<file path="config.mk">
export PLATFORM = sky130hd
export DESIGN_NAME = key_event_queue
export DESIGN_NICKNAME = d
export VERILOG_FILES = /design/src/rtl/key_event_queue.sv
export SDC_FILE = /design/constraint.sdc
export NUM_CORES = 1
export LEC_CHECK = 0
export ABC_AREA = 1
export CAP_MARGIN = 20
export CELL_PAD_IN_SITES_DETAIL_PLACEMENT = 1
export CELL_PAD_IN_SITES_GLOBAL_PLACEMENT = 2
export CORE_MARGIN = 2
export CORE_UTILIZATION = 36
export DETAILED_ROUTE_END_ITERATION = 6
export MAX_ROUTING_LAYER = met4
export PLACE_DENSITY = 0.95
export SYNTH_ARGS = -nofsm -noshare
export SYNTH_HDL_FRONTEND = slang
export SYNTH_SLANG_ARGS = --single-unit
export TNS_END_PERCENT = 30
</file>
<file path="constraint.sdc">
create_clock -name clk -period 6.7 [get_ports clk]
set_input_delay 1.34 -clock clk [delete_from_list [all_inputs] [get_ports clk]]
set_output_delay 1.34 -clock clk [all_outputs]
set_load 0.03 [all_outputs]
</file>
<file path="src/rtl/key_event_queue.sv">
// key_event_queue: synchronises keypad_controller outputs into the system
// clock domain, turns key_down edges into press/release events and queues
// them in a small first-word-fall-through FIFO with a valid/ready pop port.
// Dropped events on overflow are flagged and counted.
module key_event_queue #(
  parameter int DEPTH          = 4,
  parameter int KEY_W          = 4,
  parameter int REPORT_RELEASE = 1
) (
  input  logic                     clk,
  input  logic                     reset,
  input  logic                     key_down,
  input  logic                     valid_key,
  input  logic [KEY_W-1:0]         key,
  input  logic                     ev_ready,
  input  logic                     clr_overflow,
  output logic                     ev_valid,
  output logic [KEY_W-1:0]         ev_key,
  output logic                     ev_press,
  output logic [$clog2(DEPTH):0]   count,
  output logic                     overflow,
  output logic [7:0]               drop_count
);

  localparam int PW = $clog2(DEPTH);
  localparam int CW = PW + 1;
  localparam logic [PW-1:0] PTR_ONE = PW'(1);
  localparam logic [CW-1:0] CNT_ONE = CW'(1);
  localparam logic [CW-1:0] CNT_FULL = CW'(DEPTH);
  localparam logic [CW-1:0] CNT_ZERO = {CW{1'b0}};
  localparam logic REL_EN = (REPORT_RELEASE != 0);

  // Two-flop synchronisers plus the delayed copy used for edge detection
  logic kd_s1, kd_s2, kd_d;
  logic vk_s1, vk_s2;
  logic [KEY_W-1:0] last_key;

  // FIFO storage: entry = {type, code}, type 1 = press
  logic [KEY_W:0]  mem [DEPTH];
  logic [PW-1:0]   wr_ptr, rd_ptr;

  // Combinational control
  logic            press_evt, release_evt, push_evt;
  logic [KEY_W:0]  push_data;
  logic            full, do_pop, do_push, drop;
  logic [CW-1:0]   count_next;
  logic [PW-1:0]   rd_next;
  logic [KEY_W:0]  head_data;

  // Edge detection, push/pop arbitration and next-head selection
  always_comb begin
    press_evt   = kd_s2 & ~kd_d & vk_s2;
    release_evt = ~kd_s2 & kd_d & vk_s2 & REL_EN;
    push_evt    = press_evt | release_evt;
    // A release reports the key that was pressed, not whatever key shows now
    if (press_evt) begin
      push_data = {1'b1, key};
    end else begin
      push_data = {1'b0, last_key};
    end
    full    = (count == CNT_FULL);
    do_pop  = ev_valid & ev_ready;
    // When full, a simultaneous pop frees the slot so the push is accepted
    do_push = push_evt & (~full | do_pop);
    drop    = push_evt & full & ~do_pop;
    case ({do_push, do_pop})
      2'b10:   count_next = count + CNT_ONE;
      2'b01:   count_next = count - CNT_ONE;
      default: count_next = count;
    endcase
    if (do_pop) begin
      rd_next = rd_ptr + PTR_ONE;
    end else begin
      rd_next = rd_ptr;
    end
    // Head register: bypass the incoming entry when it becomes the only one,
    // otherwise show the stored entry; hold the last value when going empty
    if (count_next == CNT_ZERO) begin
      head_data = {ev_press, ev_key};
    end else if (do_push && (count == CW'(do_pop))) begin
      head_data = push_data;
    end else begin
      head_data = mem[rd_next];
    end
  end

  // Synchronise key_down/valid_key and remember the pressed key code
  always_ff @(posedge clk or posedge reset) begin
    if (reset) begin
      kd_s1    <= 1'b0;
      kd_s2    <= 1'b0;
      kd_d     <= 1'b0;
      vk_s1    <= 1'b0;
      vk_s2    <= 1'b0;
      last_key <= {KEY_W{1'b0}};
    end else begin
      kd_s1 <= key_down;
      kd_s2 <= kd_s1;
      kd_d  <= kd_s2;
      vk_s1 <= valid_key;
      vk_s2 <= vk_s1;
      if (press_evt) begin
        last_key <= key;
      end else begin
        last_key <= last_key;
      end
    end
  end

  // FIFO storage writes
  always_ff @(posedge clk or posedge reset) begin
    if (reset) begin
      for (int i = 0; i < DEPTH; i++) begin
        mem[i] <= {(KEY_W + 1){1'b0}};
      end
    end else if (do_push) begin
      mem[wr_ptr] <= push_data;
    end else begin
      mem[wr_ptr] <= mem[wr_ptr];
    end
  end

  // Pointers, occupancy and registered head/valid outputs
  always_ff @(posedge clk or posedge reset) begin
    if (reset) begin
      wr_ptr   <= {PW{1'b0}};
      rd_ptr   <= {PW{1'b0}};
      count    <= CNT_ZERO;
      ev_valid <= 1'b0;
      ev_key   <= {KEY_W{1'b0}};
      ev_press <= 1'b0;
    end else begin
      if (do_push) begin
        wr_ptr <= wr_ptr + PTR_ONE;
      end else begin
        wr_ptr <= wr_ptr;
      end
      rd_ptr   <= rd_next;
      count    <= count_next;
      ev_valid <= (count_next != CNT_ZERO);
      ev_key   <= head_data[KEY_W-1:0];
      ev_press <= head_data[KEY_W];
    end
  end

  // Sticky overflow flag and saturating drop counter; clear beats a drop
  always_ff @(posedge clk or posedge reset) begin
    if (reset) begin
      overflow   <= 1'b0;
      drop_count <= 8'd0;
    end else if (clr_overflow) begin
      overflow   <= 1'b0;
      drop_count <= 8'd0;
    end else if (drop) begin
      overflow <= 1'b1;
      if (drop_count != 8'hFF) begin
        drop_count <= drop_count + 8'd1;
      end else begin
        drop_count <= drop_count;
      end
    end else begin
      overflow   <= overflow;
      drop_count <= drop_count;
    end
  end

endmodule

</file>
Yosys cells after proc, flatten, opt, wreduce, memory -nomap -nowiden
Cells that the tools add are included.
{"block": "op_classes", "addsub": 5, "mul": 0, "n_div": 0, "magnitude_cmp": 3, "eq_ne": 5, "n_shift": 0, "mux": 20, "n_bitwise": 16, "n_reduce_logical": 7}
{"cell": "$bwmux 20", "count": 2}
{"cell": "$mux 5", "count": 7}
{"cell": "$mux 8", "count": 3}
{"cell": "$bmux 5 s2", "count": 2}
{"cell": "$mux 20", "count": 1}
{"cell": "$demux 5 s2", "count": 1}
{"cell": "$add 8x1->8 const B", "count": 1}
{"cell": "$and 1x1->1", "count": 8}
{"cell": "$ne 8x8->1 const B", "count": 1}
{"cell": "$ge 3x3->1 const B", "count": 2}
{"cell": "$not 2->3", "count": 2}
{"cell": "$pmux 3 s2", "count": 1}
{"cell": "$add 2x1->2 const B", "count": 2}
{"cell": "$not 1->1", "count": 4}
{"cell": "$reduce_bool 2->1", "count": 2}
{"cell": "$add 3x1->3 const B", "count": 1}
{"cell": "$eq 3x1->1", "count": 1}
{"cell": "$eq 3x3->1 const B", "count": 1}
{"cell": "$logic_not 3->1", "count": 1}
{"cell": "$lt 3x1->1 const B", "count": 1}
{"cell": "$reduce_bool 3->1", "count": 1}
{"cell": "$sub 3x1->3 const B", "count": 1}
{"cell": "$eq 2x1->1 const B", "count": 1}
{"cell": "$eq 2x2->1 const B", "count": 1}
{"cell": "5 further kinds", "count": 8}
{"block": "totals", "register_bits": 51, "latchBits": 0, "ram_bits": 0, "romBits": 0, "inputBits": 10, "output_inout_bits": 18, "mem_count": 0}

Depth between registers and ports, before layout
Gate-level depths: netlist of run 1.
{"block": "logic_depth", "word_depth": 8, "mapped_depth": 16, "ltp_nobuf": 15}

Least setup slack after synthesis of run 1
No wires, ideal clock.
{"block": "synth_path", "kind": "input -> register", "startpoint": "input port ev_ready", "endpoint": "register ev_press", "setup_ps": 117, "t_arrival_ps": 3132, "required_ps": 6583, "slack_ps": 3452, "cell_stages": 14, "n_path_buf": 1, "cell_sequence": "nand2_2 > nand3_2 > nand2_4 > buf_4 > ha_1 > fa_1 > nand2_1 > nand2_1 > nor2_1 > nand3_2 > inv_1 > nor2_1 > nand2_1 > nand2_1"}
{"block": "synth_via", "elab_cells_between_ends": 15, "classes_between": "eq/ne: 3; mux: 6; bitwise: 4; reduce/logical: 2"}
{"element": "start, declared", "line": "15", "rtl": "input logic ev_ready,"}
{"element": "$and 1x1->1 (*)", "line": "62", "rtl": "do_pop = ev_valid & ev_ready;"}
{"element": "$or 1x1->1", "line": "64", "rtl": "do_push = push_evt & (~full | do_pop);"}
{"element": "$and 1x1->1", "line": "64"}
{"element": "$eq 2x1->1 or $eq 2x2->1 (tied branches)", "line": "66", "rtl": "case ({do_push, do_pop})"}
{"element": "$pmux 3 s2 (*)", "line": "66"}
{"element": "net count_next[1]", "line": "46", "rtl": "logic [CW-1:0] count_next;"}
{"element": "$logic_not 3->1 (*)", "line": "78", "rtl": "if (count_next == CNT_ZERO) begin"}
{"element": "end signal, assigned", "line": "142", "rtl": "ev_press <= head_data[KEY_W];"}
{"element": "end, declared", "line": "19", "rtl": "output logic ev_press,"}
The timed path passes the listed nets; every way through them passes the cells marked *. The select of a mux whose other input is x is not followed.
A chain may end at the register's enable or synchronous reset.

Worst setup path after layout of run 1
Ends and elaborated chain as after synthesis.

==> flow_summary.json, run 1 <==
{
  "ys.warnings.count": 0,
  "nets": 407,
  "fp.dieW_um": 94.0,
  "power.total_uw": 1510,
  "synth_edf_count": 0,
  "n_antenna_cell": 0,
  "arrival_ns": 3.96,
  "fmax_mhz": 267,
  "wl_um": 7690,
  "routedWlPerCell_um": 15.6,
  "grt_max_degree": 52,
  "status": "completed",
  "drc_errors": 0,
  "critPathRequiredTime_ns": 6.91,
  "numClockSinks": 51,
  "fin_crit_sh_pct": 55.9,
  "dr.first_iter.drc_count": 103,
  "dieHeight_um": 94.0,
  "htreeDepth": 2,
  "synth_area_leader_cell": "dfrtp_1",
  "grt_use_total_pct": 19.5,
  "crit_path_start_kind": "primary input",
  "report.final.slew_viol_count": 0,
  "drv_cap": 0,
  "dp_hpwl_um": 5480,
  "syn_nets": 386,
  "tightestPinTransition_ns": 0.677,
  "clkTransAtPathRegs_ns": 0.10,
  "hold_violations": 0,
  "synth_area_um2": 2910,
  "ant_nets": 0,
  "cp_max_fo": 22,
  "ys.flop_type": "dfrtp_1",
  "async_reset_ff_share_pct": 100,
  "syn_to_final_growth_pct": 15.1,
  "io_buffer_count": 27,
  "die-area_um2": 8830,
  "power_leakage_uw": 0.00158,
  "antenna_found_initial": 0,
  "num_rows": 32,
  "finClkSkew_ns": 0.00638,
  "num_vias": 2521,
  "netlist.area_leader.share_pct": 43.8,
  "worst_slack_ns": 2.95,
  "post-synth-top-count-cell": "nand2_1",
  "dr.pass1.iters": 4,
  "setup_viol_count_final": 0,
  "crit_type": "primary input to register",
  "relSlewSlack_pct": 54.9,
  "setup_tns_ns": 0,
  "io_pins": 28,
  "grt_pass1_wl_um": 13200,
  "power_density_nw_per_um2": 450,
  "cts_buffers": 5,
  "min_period_ns": 3.75,
  "worstSkewPairLatency_ns": 0.31,
  "start_util_pct": 37.5,
  "cts_setup_buffers": 0,
  "clockRootBuffer": "clkbuf_8",
  "synth-seq-cells": 51,
  "postSynthAreaPerCell_um2": 7.90,
  "synthTopCellsByArea": "dfrtp_1 44%, nand3_1 13%, nand2_1 12%",
  "cts_resized": 0,
  "pre_cts_slack_ns": 2.61,
  "min_path_type": "register to register",
  "cts_buffer_depth": 2,
  "layout-drive-gt1-share_pct": 7.93,
  "postSynthCellCount": 369,
  "rsz0062_at_grt": "no",
  "hold_buffers": 0,
  "place.gp.congestion": 0.807,
  "core_area_um2": 7770,
  "vdd_ir_drop_max_mv": 0.108,
  "ys_types": 27,
  "end_kind": "register",
  "grt_pass1_vias": 2676,
  "grt_overflow": 0,
  "synth_common_cells": "92 x nand2_1, 73 x nand3_1, 51 x dfrtp_1",
  "viasPerCell": 5.11,
  "ys_seq_area_share_pct": 43.8,
  "cts_tree": "done"
}
[final timing paths]
check / from / end / slack [ns] / cells past startpoint
hold / removal: vk_s1$_DFF_PP0_ / vk_s2$_DFF_PP0_ / 0.36 / 0
max in group asynchronous: reset / last_key[2]$_DFFE_PP0N_ / 4.74 / 3
setup reg to reg: count[0]$_DFF_PP0_ / ev_press$_DFFE_PP0P_ / 3.95 / 13
setup / recovery: ev_ready / ev_press$_DFFE_PP0P_ / 2.95 / 14
hold reg to reg: vk_s1$_DFF_PP0_ / vk_s2$_DFF_PP0_ / 0.36 / 0
min in group asynchronous: reset / mem[17]$_DFFE_PP0P_ / 1.53 / 3
[metal layers]
metal,routed length (um),track usage (%)
met1,3510,23.5
met2,3890,34.3
met3,174,2.65
met4,110,5.43
met5,0,-
[state kept, by name, indices dropped and copies added, names as in the netlist, 2 cells and up]
| signal | count |
|---|---|
| wr_ptr | 2 |
| mem | 20 |
| last_key | 4 |
| rd_ptr | 2 |
| ev_key | 4 |
| drop_count | 8 |
| count | 3 |
[metrics by stage]
step	hold slack, ns	std cells	area [um^2]	util (%)
after global routing	0.377	493	3350	43.2
final	0.364	493	3350	43.2
after CTS	0.368	493	3350	43.2
after floorplan	0.331	369	2910	-
after global placement	0.335	485	3230	41.6
after detailed placement	0.344	485	3230	41.6
[power by group]
part	total (uW)	internal [uW]	switching [uW]
Combinational	766	265	501
Clock	236	123	113
Sequential	505	416	89.4
[critical path: stages]
cell	delay, ns
clkdlybuf4s50_1	0.48
nand2_2	0.15
nand3_2	0.15
nand2_4	0.32
ha_1	0.28
fa_1	0.43
nand2_1	0.08
nand2_1	0.07
nor2_1	0.14
nand3_2	0.14
inv_1	0.18
nor2_1	0.08
nand2_1	0.07
nand2_1	0.05
[logic make-up (layout without fill, tap and decap cells)]
kind of cell,Yosys count,in the layout,synth area share (%)
buffers and inverters,67,89,10.0
XOR/XNOR,5,5,1.50
AO/OA/AOI/OAI,42,42,9.88
flip-flops,51,51,43.8
adder cells (fa/ha/maj),7,7,3.26
AND/OR/NAND/NOR,197,197,31.6
[final cells by class]
type                    count  area, um^2
fillers                   987        4410
multi-input cells         251        1350
flip-flops and latches     51        1280
repair buffers             28         278
inverters                  53         204
well taps                 102         128
clock buffers               6        82.6
clock inverters             2        38.8
[placed cells by master, fill, tap and decap left out, types with 5 or more instances in the layout]
| cell | n |
|---|---|
| o211ai_1 | 20 |
| nor2_1 | 16 |
| dfrtp_1 | 51 |
| o21ai_0 | 15 |
| clkbuf_8 | 6 |
| nand3_1 | 73 |
| inv_1 | 49 |
| nand2_1 | 92 |
| clkdlybuf4s50_1 | 27 |
| ha_1 | 6 |
| xor2_1 | 5 |
No activity file was read; power rests on OpenSTA's default activity.
==> run 2: changes to the inputs <==
--- a/config.mk
+++ b/config.mk
@@ -10,10 +10,10 @@
 export CELL_PAD_IN_SITES_DETAIL_PLACEMENT = 1
 export CELL_PAD_IN_SITES_GLOBAL_PLACEMENT = 2
 export CORE_MARGIN = 2
-export CORE_UTILIZATION = 36
+export CORE_UTILIZATION = 34
 export DETAILED_ROUTE_END_ITERATION = 6
 export MAX_ROUTING_LAYER = met4
-export PLACE_DENSITY = 0.95
+export PLACE_DENSITY = 0.91
 export SYNTH_ARGS = -nofsm -noshare
 export SYNTH_HDL_FRONTEND = slang
 export SYNTH_SLANG_ARGS = --single-unit
==> constraint.sdc (replaced) <==
create_clock -name clk -period 3.55 [get_ports clk]
set_input_delay 0.71 -clock clk [delete_from_list [all_inputs] [get_ports clk]]
set_output_delay 0.71 -clock clk [all_outputs]
set_load 0.03 [all_outputs]
==> flow_summary.json, run 2 (synthesis gave the netlist of run 1 again) <==
{
  "status": "completed",
  "most-common-layout-cells": "92 x nand2_1, 73 x nand3_1, 51 x dfrtp_1",
  "setup_tns_ns": 0,
  "placed_area_um2": 3260,
  "dr.pass1.iters": 4,
  "largest_reg_flops": 20,
  "fmax_mhz": 354,
  "finClkSkew_ns": 0.00639,
  "stdcell_count": 498,
  "rsz0062_at_grt": "no",
  "power.total_uw": 2770,
  "layout-drive-gt1-share_pct": 8.40,
  "syn_to_final_growth_pct": 14.8,
  "final_area_um2": 3350,
  "tightestPinTransition_ns": 0.734,
  "hold_violations": 0,
  "setup_viol_count_final": 0,
  "start_util_pct": 35.3,
  "grt_pass1_wl_um": 13200,
  "cp_max_fo": 6,
  "vdd_ir_drop_max_mv": 0.223,
  "power_density_nw_per_um2": 826,
  "grt_max_degree": 32,
  "pre_cts_slack_ns": 0.400,
  "io_buffer_count": 27,
  "crit_path_start_kind": "primary input",
  "min_period_ns": 2.82,
  "cts_tree": "done",
  "core_area_um2": 8260,
  "dieHeight_um": 96.6,
  "worst_slack_ns": 0.728,
  "top_register": "mem",
  "routedWlPerCell_um": 15.7,
  "io_pins": 28,
  "htreeDepth": 2,
  "report.final.slew_viol_count": 0,
  "num_rows": 33,
  "power_leakage_uw": 0.00158,
  "drc_errors": 0,
  "arrival_ns": 3.03,
  "place.gp.congestion": 0.770,
  "cts_resized": 0,
  "reg2reg_depth": 13,
  "n_antenna_cell": 0,
  "viasPerCell": 5.22,
  "cts_setup_buffers": 0,
  "dr.first_iter.drc_count": 115,
  "grt_overflow": 0,
  "fp.dieW_um": 96.6,
  "hold_buffers": 0,
  "reg_top3": "mem x20, drop_count x8",
  "grt_use_total_pct": 19.2,
  "cts_buffer_depth": 2,
  "clkTransAtPathRegs_ns": 0.10,
  "dp_hpwl_um": 5610,
  "numClockSinks": 51,
  "relSlewSlack_pct": 51.1,
  "grt_pass1_vias": 2710,
  "dp.cells": 491,
  "critPathRequiredTime_ns": 3.76,
  "crit_type": "primary input to register",
  "clockRootBuffer": "clkbuf_8",
  "final_common_cell": "nand2_1",
  "nFillCells": 1037,
  "min_path_type": "register to register",
  "cts_buffers": 5,
  "nets": 410,
  "end_kind": "register",
  "fin_crit_sh_pct": 79.5,
  "hold_depth": 0,
  "wl_um": 7830,
  "antenna_found_initial": 0,
  "ant_nets": 0,
  "num_vias": 2599,
  "worstSkewPairLatency_ns": 0.31,
  "die-area_um2": 9330,
  "drv_cap": 0
}
-- run 2: cell types whose count changed in the layout (fill, tap and decap cells not counted), sizes merged --
cell / change
buf: +3
clkinv: +1
bufinv: -1
inv: -1
-- run 2: final timing paths --
kind	startpoint	end	slack, ns
hold / removal	vk_s1$_DFF_PP0_	vk_s2$_DFF_PP0_	0.36
min in group asynchronous	reset	drop_count[4]$_DFFE_PP0P_	0.83
setup / recovery	ev_ready	ev_press$_DFFE_PP0P_	0.73
setup reg to reg	count[0]$_DFF_PP0_	ev_press$_DFFE_PP0P_	1.10
max in group asynchronous	reset	wr_ptr[1]$_DFFE_PP0P_	2.06
hold reg to reg	vk_s1$_DFF_PP0_	vk_s2$_DFF_PP0_	0.36
-- run 2: layer usage --
metal | vias up | wire [um] | GRT usage [%]
met5 | - | 0 | -
met1 | 1304 | 3430 | 22.3
li1 | 1252 | - | -
met2 | 37 | 4120 | 35.0
met3 | 6 | 191 | 2.40
met4 | 0 | 92 | 4.93
-- run 2: layout make-up --
type / count / area, um^2 / share of cell area [%]
Clock buffer: 6 / 82.6 / 2.47
Clock inverter: 1 / 5.00 / 0.150
Inverter: 53 / 204 / 6.10
Multi-Input combinational cell: 251 / 1350 / 40.2
Sequential cell: 51 / 1280 / 38.1
Tap cell: 105 / 131 / 3.93
Timing Repair Buffer: 31 / 300 / 8.98
-- run 2: where the power goes --
part | switching, uW | leakage (uW) | internal [uW] | total (uW)
combinational | 951 | 0.000906 | 509 | 1460
clock | 200 | 0.0000470 | 154 | 354
sequential | 168 | 0.000631 | 784 | 952
-- run 2: per-stage QoR --
stage / hold WS, ns / utilization (%)
2_1_floorplan: 0.331 / -
3_3_place_gp: 0.335 / 39.5
3_5_place_dp: 0.336 / 39.5
4_1_cts: 0.360 / 40.5
5_1_grt: 0.378 / 40.5
6_report: 0.358 / 40.5
-- run 2: worst max-delay path, cell delays in order --
cell,delay [ns]
clkdlybuf4s50_1,0.52
nand2_2,0.11
nand3_2,0.16
nand2_4,0.06
ha_1,0.23
fa_1,0.44
nand2_1,0.08
nand2_1,0.07
nor2_1,0.13
nand3_2,0.14
inv_1,0.19
nor2_1,0.07
nand2_1,0.06
nand2_1,0.04
==> run 3: changes to the inputs <==
--- a/config.mk
+++ b/config.mk
@@ -10,10 +10,10 @@
 export CELL_PAD_IN_SITES_DETAIL_PLACEMENT = 1
 export CELL_PAD_IN_SITES_GLOBAL_PLACEMENT = 2
 export CORE_MARGIN = 2
-export CORE_UTILIZATION = 34
+export CORE_UTILIZATION = 30
 export DETAILED_ROUTE_END_ITERATION = 6
 export MAX_ROUTING_LAYER = met4
-export PLACE_DENSITY = 0.91
+export PLACE_DENSITY = 0.86
 export SYNTH_ARGS = -nofsm -noshare
 export SYNTH_HDL_FRONTEND = slang
 export SYNTH_SLANG_ARGS = --single-unit
==> constraint.sdc (replaced) <==
create_clock -name clk -period 2.49 [get_ports clk]
set_input_delay 0.498 -clock clk [delete_from_list [all_inputs] [get_ports clk]]
set_output_delay 0.498 -clock clk [all_outputs]
set_load 0.03 [all_outputs]
==> flow_summary.json, run 3 (synthesis gave the netlist of run 1 again) <==
{
  "final_core_util_pct": 37.4,
  "status": "completed",
  "fin_crit_sh_pct": 95.1,
  "dr.pass1.iters": 4,
  "top_register": "mem",
  "cp_cell_sequence": "clkdlybuf4s50_1, nand2_2, nand3_2, nand2_4, ha_1, fa_1, nand2_1, nand2_1, nor2_2, nand3_4, nand2_2, inv_1, nand2_1, nand2_1",
  "ant_nets": 0,
  "numClockSinks": 51,
  "cts_tree": "done",
  "cts_setup_buffers": 0,
  "setup_viol_count_final": 0,
  "grt_pass1_wl_um": 13200,
  "drv_cap": 0,
  "worstSkewPairLatency_ns": 0.31,
  "finClkSkew_ns": 0.00940,
  "grt_pass1_vias": 2674,
  "pre_cts_slack_ns": -0.285,
  "dieHeight_um": 103,
  "cpPeakStageDelay_ns": 0.49,
  "tightestPinTransition_ns": 0.658,
  "clockRootBuffer": "clkbuf_8",
  "crit_family": "simple AND/OR/NAND/NOR gates",
  "io_pins": 28,
  "dp_hpwl_um": 5620,
  "reg2reg_depth": 14,
  "cts_buffer_depth": 2,
  "final_common_cell": "nand2_1",
  "antenna_found_initial": 0,
  "largest_reg_flops": 20,
  "n_antenna_cell": 0,
  "fp.dieW_um": 103,
  "path_buf_inv": 2,
  "clkTransAtPathRegs_ns": 0.10,
  "cts_buffers": 5,
  "cp_max_fo": 6,
  "routedWlPerCell_um": 14.3,
  "critPathRequiredTime_ns": 2.69,
  "crit_slowest_cell": "clkdlybuf4s50_1",
  "r2r-end": "ev_key[1]$_DFFE_PP0P_",
  "wl_um": 7580,
  "start_util_pct": 31.2,
  "most-common-layout-cells": "91 x nand2_1, 73 x nand3_1, 49 x dfrtp_1",
  "num_rows": 35,
  "rr_startpoint": "kd_d$_DFF_PP0_",
  "hold_buffers": 0,
  "hp-start": "vk_s1$_DFF_PP0_",
  "vdd_ir_drop_max_mv": 0.295,
  "arrival_ns": 2.57,
  "relSlewSlack_pct": 56.1,
  "drc_errors": 0,
  "crit_path_start_kind": "primary input",
  "rsz0062_at_grt": "no",
  "viasPerCell": 4.77,
  "die-area_um2": 10500,
  "nets": 416,
  "placed_area_um2": 3350,
  "min_period_ns": 2.37,
  "cpMostUsedCell": "nand2_1",
  "reg_top3": "mem x20, drop_count x8",
  "core_area_um2": 9330,
  "io_buffer_count": 27,
  "final_area_um2": 3480,
  "dr.first_iter.drc_count": 67,
  "crit_type": "primary input to register",
  "hold_slack_ns": 0.360,
  "syn_to_final_growth_pct": 19.6,
  "hold_violations": 0,
  "power_density_nw_per_um2": 1190,
  "place.gp.congestion": 0.778,
  "end_kind": "register",
  "num_vias": 2522,
  "ff2ff_setup_slack_ns": 0.21,
  "power.total_uw": 4130,
  "fmax_mhz": 422,
  "power_leakage_uw": 0.00163,
  "grt_max_degree": 31,
  "hold_depth": 0,
  "hold_end": "vk_s2$_DFF_PP0_",
  "grt_use_total_pct": 16.7,
  "htreeDepth": 2,
  "cts_resized": 0,
  "worst_slack_ns": 0.123,
  "min_path_type": "register to register",
  "report.final.slew_viol_count": 0,
  "layout-drive-gt1-share_pct": 11.3,
  "grt_overflow": 0
}
## run 3: worst max path at each step
stage                     slack [ns]                     to                from  cells past startpoint
final                           0.12  ev_key[1]$_DFFE_PP0P_            ev_ready                     14
after global routing          0.0007  ev_key[2]$_DFFE_PP0P_            ev_ready                     14
after CTS                       0.04   ev_press$_DFFE_PP0P_            ev_ready                     14
after detailed placement       -0.29   ev_press$_DFFE_PP0P_            ev_ready                     14
after global placement         -0.21   ev_press$_DFFE_PP0P_            ev_ready                     14
after floorplan                0.001   ev_press$_DFFE_PP0P_  ev_valid$_DFF_PP0_                     14
## run 3: worst reg2reg max path: stages, from the launching register on
cell     delay, ns
dfrtp_1       0.42
inv_1         0.10
nand3_4       0.13
nand2_2       0.12
nand2_4       0.05
ha_1          0.22
fa_1          0.44
nand2_1       0.08
nand2_1       0.07
nor2_2        0.15
nand3_4       0.13
nand2_2       0.10
inv_1         0.04
nand2_1       0.07
nand2_1       0.06
## run 3: final cells by class
class | instances | area [um^2]
Clock inverter | 2 | 38.8
Inverter | 53 | 206
Sequential cell | 51 | 1280
Clock buffer | 6 | 82.6
Tap cell | 129 | 161
Multi-Input combinational cell | 251 | 1360
Fill cell | 1147 | 5840
Timing Repair Buffer | 37 | 358
## run 3: metrics by stage
step	setup TNS, ns	instances
global placement	-0.754	521
floorplan	0	369
global route	0	529
detailed placement	-1.13	521
finish	0	529
CTS	0	529
## run 3: per-layer routing
layer	wire, um	up-vias	GRT usage (%)
met3	164	8	2.24
met5	0	-	-
met1	3520	1226	21.3
met2	3800	27	27.8
li1	-	1261	-
met4	93	0	4.62
## run 3: power breakdown
part           total [uW]  internal, uW  switching [uW]
sequential           1350          1120             229
combinational        2150           773            1380
clock                 631           331             300
total                4130          2230            1910
